[src/rtl/mcdp_pkg.sv]
// Shared encodings for the multicycle datapath
// and its iterative multiplier.
package mcdp_pkg;

  localparam int WORD = 32;

  typedef enum logic [1:0] {
    SRCB_REG  = 2'b00,
    SRCB_IMM  = 2'b01,
    SRCB_FOUR = 2'b10
  } srcb_e;

  typedef enum logic [1:0] {
    RES_ALUOUT = 2'b00,
    RES_DATA   = 2'b01,
    RES_ALU    = 2'b10,
    RES_MUL    = 2'b11
  } res_e;

  typedef enum logic [1:0] {
    IMM_8  = 2'b00,
    IMM_12 = 2'b01,
    IMM_BR = 2'b10
  } imm_e;

  typedef enum logic [1:0] {
    ALU_ADD = 2'b00,
    ALU_SUB = 2'b01,
    ALU_AND = 2'b10,
    ALU_ORR = 2'b11
  } aluop_e;

  typedef enum logic [1:0] {
    SH_LSL = 2'b00,
    SH_LSR = 2'b01,
    SH_ASR = 2'b10,
    SH_ROR = 2'b11
  } shift_e;

  typedef enum logic {
    MUL_IDLE = 1'b0,
    MUL_RUN  = 1'b1
  } mul_state_e;

endpackage

[src/rtl/mc_datapath_gen_mul.sv]
// Iterative shift-add multiplier retiring MUL_K
// multiplier bits per cycle, start/busy/done handshake.
module mc_mul_iter
  import mcdp_pkg::*;
#(
  parameter int MUL_K = 1
) (
  input  logic            clk,
  input  logic            reset,
  input  logic            start,
  input  logic [WORD-1:0] a,
  input  logic [WORD-1:0] b,
  output logic            busy,
  output logic            done,
  output logic [WORD-1:0] product
);

  localparam int STEPS = WORD / MUL_K;

  mul_state_e state, state_nx;

  logic [WORD-1:0] mcand, mplr, acc;
  logic [WORD-1:0] partial, acc_nx, prod_q;
  logic [5:0]      cnt;

  always_comb begin
    partial = '0;
    for (int i = 0; i < MUL_K; i++) begin
      if (mplr[i]) partial = partial + (mcand << i);
    end
    acc_nx = acc + partial;
  end

  assign busy = (state == MUL_RUN);
  assign done = busy && (cnt == 6'(STEPS - 1));
  // final sum is visible in the done cycle itself
  assign product = done ? acc_nx : prod_q;

  always_comb begin
    state_nx = state;
    unique case (state)
      MUL_IDLE: if (start) state_nx = MUL_RUN;
      MUL_RUN:  if (done)  state_nx = MUL_IDLE;
      default:  state_nx = MUL_IDLE;
    endcase
  end

  always_ff @(posedge clk) begin
    if (reset) state <= MUL_IDLE;
    else       state <= state_nx;
  end

  always_ff @(posedge clk) begin
    if (reset) begin
      mcand  <= '0;
      mplr   <= '0;
      acc    <= '0;
      cnt    <= '0;
      prod_q <= '0;
    end else if (!busy && start) begin
      mcand <= a;
      mplr  <= b;
      acc   <= '0;
      cnt   <= '0;
    end else if (busy) begin
      acc   <= acc_nx;
      mcand <= mcand << MUL_K;
      mplr  <= mplr >> MUL_K;
      cnt   <= cnt + 6'd1;
      if (done) prod_q <= acc_nx;
    end
  end

endmodule

[src/rtl/mc_datapath_gen.sv]
// Multicycle ARM datapath with sized regfile and MUL unit.
// Define MCDP_SHIFTER_EN to shift the register SrcB operand.
module mc_datapath_gen
  import mcdp_pkg::*;
#(
  parameter int          NREGS    = 16,
  parameter int          MUL_K    = 1,
  parameter logic [31:0] PC_RESET = 32'h0
) (
  input  logic            clk,
  input  logic            reset,
  output logic [WORD-1:0] Adr,
  output logic [WORD-1:0] WriteData,
  input  logic [WORD-1:0] ReadData,
  output logic [WORD-1:0] Instr,
  output logic [3:0]      ALUFlags,
  input  logic            PCWrite,
  input  logic            RegWrite,
  input  logic            IRWrite,
  input  logic            AdrSrc,
  input  logic [1:0]      RegSrc,
  input  logic            ALUSrcA,
  input  logic [1:0]      ALUSrcB,
  input  logic [1:0]      ResultSrc,
  input  logic [1:0]      ImmSrc,
  input  logic [1:0]      ALUControl,
  input  logic            MulStart,
  output logic            MulBusy,
  output logic            MulDone
);

  localparam int            IW  = $clog2(NREGS);
  localparam logic [IW-1:0] TOP = IW'(NREGS - 1);

  logic [WORD-1:0] pc, ir, data, a_reg, wd_reg, alu_out;
  logic [WORD-1:0] rd1, rd2, result, src_a, src_b;
  logic [WORD-1:0] shifted, ext_imm, alu_res, mul_out;
  logic [WORD-1:0] b_in;
  logic [WORD:0]   sum;
  logic            carry, ovf, mul_done;
  logic [IW-1:0]   ra1, ra2, wa;
  logic [WORD-1:0] rf [NREGS];

  always_ff @(posedge clk) begin
    if (reset) begin
      pc      <= PC_RESET;
      ir      <= '0;
      data    <= '0;
      a_reg   <= '0;
      wd_reg  <= '0;
      alu_out <= '0;
    end else begin
      if (PCWrite) pc <= result;
      if (IRWrite) ir <= ReadData;
      data    <= ReadData;
      a_reg   <= rd1;
      wd_reg  <= rd2;
      alu_out <= alu_res;
    end
  end

  assign ra1 = RegSrc[0] ? TOP : ir[16 +: IW];
  assign ra2 = RegSrc[1] ? ir[12 +: IW] : ir[0 +: IW];
  // MUL writes its product to Rd in bits 19:16
  assign wa  = mul_done ? ir[16 +: IW] : ir[12 +: IW];

  always_ff @(posedge clk) begin
    if (RegWrite && wa != TOP) rf[wa] <= result;
  end

  assign rd1 = (ra1 == TOP) ? result : rf[ra1];
  assign rd2 = (ra2 == TOP) ? result : rf[ra2];

  always_comb begin
    ext_imm = '0;
    case (imm_e'(ImmSrc))
      IMM_8:   ext_imm = {24'b0, ir[7:0]};
      IMM_12:  ext_imm = {20'b0, ir[11:0]};
      IMM_BR:  ext_imm = {{6{ir[23]}}, ir[23:0], 2'b00};
      default: ext_imm = '0;
    endcase
  end

`ifdef MCDP_SHIFTER_EN
  logic [4:0] shamt;
  assign shamt = ir[11:7];

  always_comb begin
    shifted = wd_reg;
    if (shamt != 5'd0) begin
      case (shift_e'(ir[6:5]))
        SH_LSL: shifted = wd_reg << shamt;
        SH_LSR: shifted = wd_reg >> shamt;
        SH_ASR: shifted = WORD'($signed(wd_reg) >>> shamt);
        SH_ROR: shifted = (wd_reg >> shamt)
                        | (wd_reg << (6'd32 - {1'b0, shamt}));
        default: shifted = wd_reg;
      endcase
    end
  end
`else
  assign shifted = wd_reg;
`endif

  assign src_a = ALUSrcA ? pc : a_reg;

  always_comb begin
    src_b = '0;
    case (srcb_e'(ALUSrcB))
      SRCB_REG:  src_b = shifted;
      SRCB_IMM:  src_b = ext_imm;
      SRCB_FOUR: src_b = 32'd4;
      default:   src_b = '0;
    endcase
  end

  always_comb begin
    b_in    = ALUControl[0] ? ~src_b : src_b;
    sum     = {1'b0, src_a} + {1'b0, b_in}
            + {{WORD{1'b0}}, ALUControl[0]};
    alu_res = sum[WORD-1:0];
    carry   = sum[WORD];
    ovf     = (src_a[WORD-1] == b_in[WORD-1])
           && (sum[WORD-1] != src_a[WORD-1]);
    case (aluop_e'(ALUControl))
      ALU_AND: begin
        alu_res = src_a & src_b;
        carry   = 1'b0;
        ovf     = 1'b0;
      end
      ALU_ORR: begin
        alu_res = src_a | src_b;
        carry   = 1'b0;
        ovf     = 1'b0;
      end
      default: ;
    endcase
  end

  assign ALUFlags = {alu_res[WORD-1], alu_res == '0, carry, ovf};

  always_comb begin
    result = alu_out;
    case (res_e'(ResultSrc))
      RES_ALUOUT: result = alu_out;
      RES_DATA:   result = data;
      RES_ALU:    result = alu_res;
      RES_MUL:    result = mul_out;
      default:    result = alu_out;
    endcase
  end

  assign Adr       = AdrSrc ? result : pc;
  assign WriteData = wd_reg;
  assign Instr     = ir;
  assign MulDone   = mul_done;

  mc_mul_iter #(
    .MUL_K(MUL_K)
  ) u_mul (
    .clk    (clk),
    .reset  (reset),
    .start  (MulStart),
    .a      (src_a),
    .b      (src_b),
    .busy   (MulBusy),
    .done   (mul_done),
    .product(mul_out)
  );

endmodule

[config.mk]
export PLATFORM = sky130hd
export DESIGN_NAME = mc_datapath_gen
export DESIGN_NICKNAME = d
export VERILOG_FILES = /design/src/rtl/mcdp_pkg.sv /design/src/rtl/mc_datapath_gen_mul.sv /design/src/rtl/mc_datapath_gen.sv
export SDC_FILE = /design/constraint.sdc
export NUM_CORES = 2
export LEC_CHECK = 0
export ABC_AREA = 1
export BUFFER_PORTS_ARGS = -buffer_cell sky130_fd_sc_hd__buf_2
export CORE_MARGIN = 8
export CORE_UTILIZATION = 57
export DETAILED_ROUTE_END_ITERATION = 16
export PLACE_DENSITY = 0.82
export RECOVER_POWER = 50
export SYNTH_ARGS = -nofsm -noshare
export SYNTH_HDL_FRONTEND = slang
export SYNTH_SLANG_ARGS = --single-unit
[constraint.sdc]
create_clock -name clk -period 3.44 [get_ports clk]
set_clock_uncertainty 0.15 [all_clocks]
set_input_delay 0.344 -clock clk [delete_from_list [all_inputs] [get_ports clk]]
set_output_delay 0.344 -clock clk [all_outputs]
set_load 0.03 [all_outputs]
[Word level (Yosys, flattened, before mapping)]
Memory sizes are Yosys's and may differ from the RTL's.
Index checks and enable logic that the tools add are counted.
W data, S select, Z words.
Cells by class
  add/subtract/negate cells: 4
  eq/ne operators: 15
  multiplexer cells: 25
  bitwise operators: 5
  reductions and logical operators: 13
Operators with widths (number)
  $mux W32: 11
  $pmux W32 S3: 2
  $pmux W32 S4: 1
  $pmux W32 S2: 1
  $add A32 B32 Y33: 1
  $add A33 B1 Y33: 1
  $add A32 B32 Y32: 1
  $and A32 B32 Y32: 1
  $logic_not A32 Y1: 1
  $not A32 Y32: 1
  $or A32 B32 Y32: 1
  $eq A2 B2 Y1 const B: 6
  $mux W4: 3
  $eq A4 B4 Y1 const B: 2
  $add A6 B1 Y6 const B: 1
  $eq A2 B1 Y1 const B: 3
  $eq A6 B5 Y1 const B: 1
  $logic_not A2 Y1: 3
  $mux W1: 6
  $logic_and A1 B1 Y1: 4
  $ne A4 B4 Y1 const B: 1
  $reduce_or A2 Y1: 2
  $not A1 Y1: 2
  $pmux W1 S2: 1
  5 further kinds: 5
Word-level totals
  flip-flop bits (word level): 327
  memory bits (writable): 512
  input port bits: 50
  output and inout port bits: 102
  word-level logic and storage cells: 75
  memories: 1
Memory list
  rf: depth 16, bits a word 32, rd ports 2, clocked after Yosys merged registers in 0, wr ports 1, line mc_datapath_gen.sv:42  | logic [WORD-1:0] rf [NREGS];

[Longest topological paths before layout]
  depth in word-level cells: 10
  mapped depth: 28
  mapped depth without buffers: 28

[Hierarchy]
Synthesis repeated with hierarchy kept, for this count alone.
Second synthesis, totals
  cell total of the unflattened synthesis: 5467
  area, all modules: 44184.9 µm²
By module, submodules not included
  mc_datapath_gen: times used 1, cells an instance 4054, area each 35874.4 µm², seq. area each 19218.4 µm²
  mc_mul_iter: times used 1, cells an instance 1413, area each 8310.5 µm², seq. area each 2702.6 µm²

[Worst setup path after synthesis]
Ideal clock, no wire load.
  path kind: register -> output
  from: register ir[16] (netlist: Instr[16])
  to: output port Adr[20]
  data arrival time: 3315 ps
  data required time: 2946 ps
  path slack: -369 ps
  cell stages (with the launch flop): 20
  buffers on the path: 1
  cells stage by stage: dfxtp_1 -> buf_2 -> inv_1 -> o21a_1 -> inv_1 -> nor2_1 -> or2_2 -> inv_1 -> ha_1 -> nand2_1 -> o21ai_0 -> a21oi_1 -> nand3_1 -> nand2_1 -> nand3_1 -> nand2_1 -> nand2_1 -> nand3_1 -> o21ai_2 -> o21ai_0
On the way
  cells in the longest elaborated chain, start to end: 9
RTL lines
  from (decl): line mc_datapath_gen.sv:35  | logic [WORD-1:0] pc, ir, data, a_reg, wd_reg, alu_out;
  from (signal assigned): line mc_datapath_gen.sv:54  | if (IRWrite) ir <= ReadData;
  $pmux W32 S3 (*): line mc_datapath_gen.sv:76  | case (imm_e'(ImmSrc))
  $pmux W32 S3 (*): line mc_datapath_gen.sv:109  | case (srcb_e'(ALUSrcB))
  $not A32 Y32: line mc_datapath_gen.sv:118  | b_in = ALUControl[0] ? ~src_b : src_b;
  $mux W32 (*): line mc_datapath_gen.sv:118
  $add A32 B32 Y33 (*): line mc_datapath_gen.sv:119  | sum = {1'b0, src_a} + {1'b0, b_in}
  $add A33 B1 Y33 (*): line mc_datapath_gen.sv:120  | + {{WORD{1'b0}}, ALUControl[0]};
  $pmux W32 S2 (*): line mc_datapath_gen.sv:125  | case (aluop_e'(ALUControl))
  $pmux W32 S4 (*): line mc_datapath_gen.sv:144  | case (res_e'(ResultSrc))
  $mux W32 (*): line mc_datapath_gen.sv:153  | assign Adr = AdrSrc ? result : pc;
  to (decl): line mc_datapath_gen.sv:12  | output logic [WORD-1:0] Adr,
Every way passes the cells marked *; elsewhere a longest branch is shown, timed or not.

[Final worst setup path]
  from: register ir[2] (netlist: Instr[2])
  to: output port ALUFlags[2]
On the way
  cells in the longest elaborated chain, start to end: 8
  elaborated cells on any way between the ends: 10
  classes of those cells: add/sub: 2; mux: 4; bitwise: 3; reduce/logical: 1
RTL lines
  $pmux W32 S3 (*): line mc_datapath_gen.sv:76
  $pmux W32 S3 (*): line mc_datapath_gen.sv:109
  $not A32 Y32: line mc_datapath_gen.sv:118
  $mux W32: line mc_datapath_gen.sv:118
  $add A32 B32 Y33: line mc_datapath_gen.sv:119
  $add A33 B1 Y33: line mc_datapath_gen.sv:120
  $pmux W32 S2 (*): line mc_datapath_gen.sv:125
  $logic_not A32 Y1 (*): line mc_datapath_gen.sv:140  | assign ALUFlags = {alu_res[WORD-1], alu_res == '0, carry, ovf};
  to (decl): line mc_datapath_gen.sv:16  | output logic [3:0] ALUFlags,
Marks and branches as above.

==> flow_summary.json <==
{
  "finalHoldViolations": 0,
  "root_buffer": "clkbuf_16",
  "htreeDepth": 3,
  "final_core_util_pct": 74.7,
  "dp_slack_ns": -1.10,
  "synth_seq_cells": 839,
  "fillers": 5064,
  "dp_hpwl_um": 107000,
  "synthFlopType": "edfxtp_1",
  "netlist_area_mm2": 0.0432,
  "grt_first_pass_wirelength_um": 243000,
  "drive_above_1_share_pct": 26.8,
  "gr-total-overflow": 0,
  "cp-end-kind": "output pin",
  "cp_max_fo": 5,
  "synth_cell_type_count": 68,
  "timing.final.crit_share_pct": 131,
  "cts-buffers-inserted": 87,
  "fin_crit_ns": 4.51,
  "fmax_ghz": 0.222,
  "placed_area_mm2": 0.0493,
  "drt_iter0_drc": 6480,
  "ys_warn_count": 0,
  "nets": 5914,
  "worst-setup-path-type": "reg -> out",
  "rows": 101,
  "worstSkewPairLatency_ns": 0.67,
  "syn_to_final_growth_pct": 30.6,
  "core_area_mm2": 0.0754,
  "io_buffers": 151,
  "grt_max_degree": 165,
  "gp_congestion": 1.01,
  "maxSlewViolCount": 79,
  "place_inst": 6524,
  "power.density_mw_per_mm2": 498,
  "worst_pin_slew_ns": 1.70,
  "start_util_pct": 57.2,
  "antenna_found_initial": 5,
  "ios": 152,
  "largest_reg_flops": 512,
  "wl_per_cell_um": 24.3,
  "drcViolationCount": 0,
  "setup_violations": 1062,
  "worstPathRequired_ns": 2.95,
  "routed_wl_um": 167000,
  "ant_nets": 0,
  "synth_async_sr_flop_share_pct": 0,
  "instances_no_fill": 6851,
  "num_vias": 44000,
  "grt_use_total_pct": 36.6,
  "fp.dieH_um": 291,
  "fin_area_mm2": 0.0564,
  "max-vdd-ir-drop_uv": 401,
  "synth_seq_area_share_pct": 50.8,
  "synth-edff-count": 512,
  "cts_tree": "done",
  "final_cell_mix": "671 x nand2_1, 641 x buf_4, 512 x edfxtp_1",
  "status": "finished with violations",
  "mostFrequentLayoutCell": "nand2_1",
  "clock_path_buffers": 3,
  "cts.clk_slew.worst_paths_ns": 0.06,
  "dieArea_mm2": 0.0848,
  "first_global_vias": 41700,
  "regMostFlops": "rf",
  "setup_slack_ns": -1.07,
  "p_leak_nw": 23.3,
  "arrival_ns": 4.02,
  "syn_avg_cell_area_um2": 8.52,
  "holdWs_ns": 0.110,
  "violations": "max-capacitance violations, max-slew violations, negative setup slack",
  "cts_sinks": 839,
  "die_w_um": 291,
  "holdCritPathClass": "in -> reg",
  "rsz0062_at_grt": "true",
  "dr.pass1.iters": 9,
  "synthCells": 5068,
  "max_slew_margin_pct": -13.4,
  "timing.max_cap.violations": 1,
  "cp-start-kind": "register",
  "viasPerCell": 6.42
}
-- synth_stat cells, types with 40 or more instances --
cell	count	area, um^2
nand2_1	773	2900
o21ai_0	546	2730
inv_1	540	2030
edfxtp_1	512	15400
nor2_1	468	1760
a21oi_1	447	2240
dfxtp_1	327	6550
nand3_1	319	1600
o221ai_1	195	1710
clkbuf_1	185	694
o211ai_1	97	728
buf_2	89	445
a22oi_1	67	503
ha_1	63	788
or2_2	45	282
o21ai_1	40	200
-- report_power, final --
part	internal (mW)	total, mW	switching, mW
logic	2.40	6.53	4.13
clock network	5.90	10.1	4.18
registers	11.2	11.5	0.254
-- what timing repair did --
| item | 4_1_cts | 5_1_grt |
|---|---|---|
| cloned | 2 | 1 |
| buffers inserted | 104 | 40 |
| resized for setup | 485 | 243 |
| setup endpoints to repair | 522 | 791 |
| endpoints found under the hold margin | 96 | 0 |
| pin swaps | 104 | 92 |
| hold buffers | 41 | 0 |
-- per-layer routing --
| metal | vias to the layer above | share of wire, % | track usage (%) |
|---|---|---|---|
| li1 | 19200 | - | - |
| met1 | 20400 | 35 | 45.2 |
| met2 | 3534 | 46 | 59.7 |
| met3 | 869 | 13 | 7.86 |
| met4 | 4 | 6.9 | 19.8 |
| met5 | - | 0.011 | 0 |
-- worst max-delay path, stage by stage (launching register included) --
cell      delay, ns
dfxtp_2        0.35
inv_2          0.07
o22ai_1        0.22
nand2_1        0.15
nand2_2        0.13
nand2_1        0.12
nand2_2        0.11
inv_2          0.05
ha_4           0.26
buf_4          0.16
nand2_2        0.10
inv_2          0.06
nand3_4        0.09
nand2_4        0.08
a21oi_1        0.18
o21ai_0        0.17
nand2_2        0.16
nand3b_1       0.11
nor2_1         0.24
nand3_2        0.22
nor2_4         0.19
buf_6          0.15
-- final cells by class --
class	instances	area, um^2	share of cell area [%]
antenna	2	5.00	0.00888
clock inverter	51	622	1.10
sequential	839	22000	39.0
multi-input combinational	3366	20300	35.9
inverter	562	2150	3.82
clock buffer	110	2440	4.33
timing repair buffer	940	7660	13.6
timing repair inverter	3	22.5	0.0400
tap	978	1220	2.17
-- final timing paths --
| kind | startpoint | slack [ns] | depth (start not counted) | to |
|---|---|---|---|---|
| worst max register to register | Instr[16]$_SDFFE_PP0P_ | -0.58 | 9 | a_reg[19]$_SDFF_PP0_ |
| worst min register to register | u_mul.acc[0]$_SDFFE_PP0P_ | 0.32 | 2 | u_mul.acc[0]$_SDFFE_PP0P_ |
| worst min-delay path | ALUControl[1] | 0.11 | 6 | alu_out[0]$_SDFF_PP0_ |
| worst max-delay path | Instr[2]$_SDFFE_PP0P_ | -1.07 | 21 | ALUFlags[2] |
-- logic make-up (layout without fill, tap and decap cells) --
group	after synthesis	count (layout)	share of synthesized area, %
other	1	34	0.00869
AND/OR/NAND/NOR	1702	1702	16.9
multiplexers	7	7	0.162
XOR/XNOR	18	18	0.365
flip-flops	839	839	50.8
adder cells (fa/ha/maj)	65	65	1.92
buffers and inverters	894	1666	8.29
AO/OA/AOI/OAI	1542	1542	21.6
-- per-stage QoR --
| step | total power, mW | TNS [ns] |
|---|---|---|
| floorplan | 14.4 | -52.28 |
| global placement | 16.8 | -387.06 |
| detailed placement | 16.9 | -410.19 |
| CTS | 27.5 | -43.94 |
| global route | 28.8 | -352.54 |
| finish | 28.1 | -298.78 |
No activity file was read; power rests on OpenSTA's default activity.
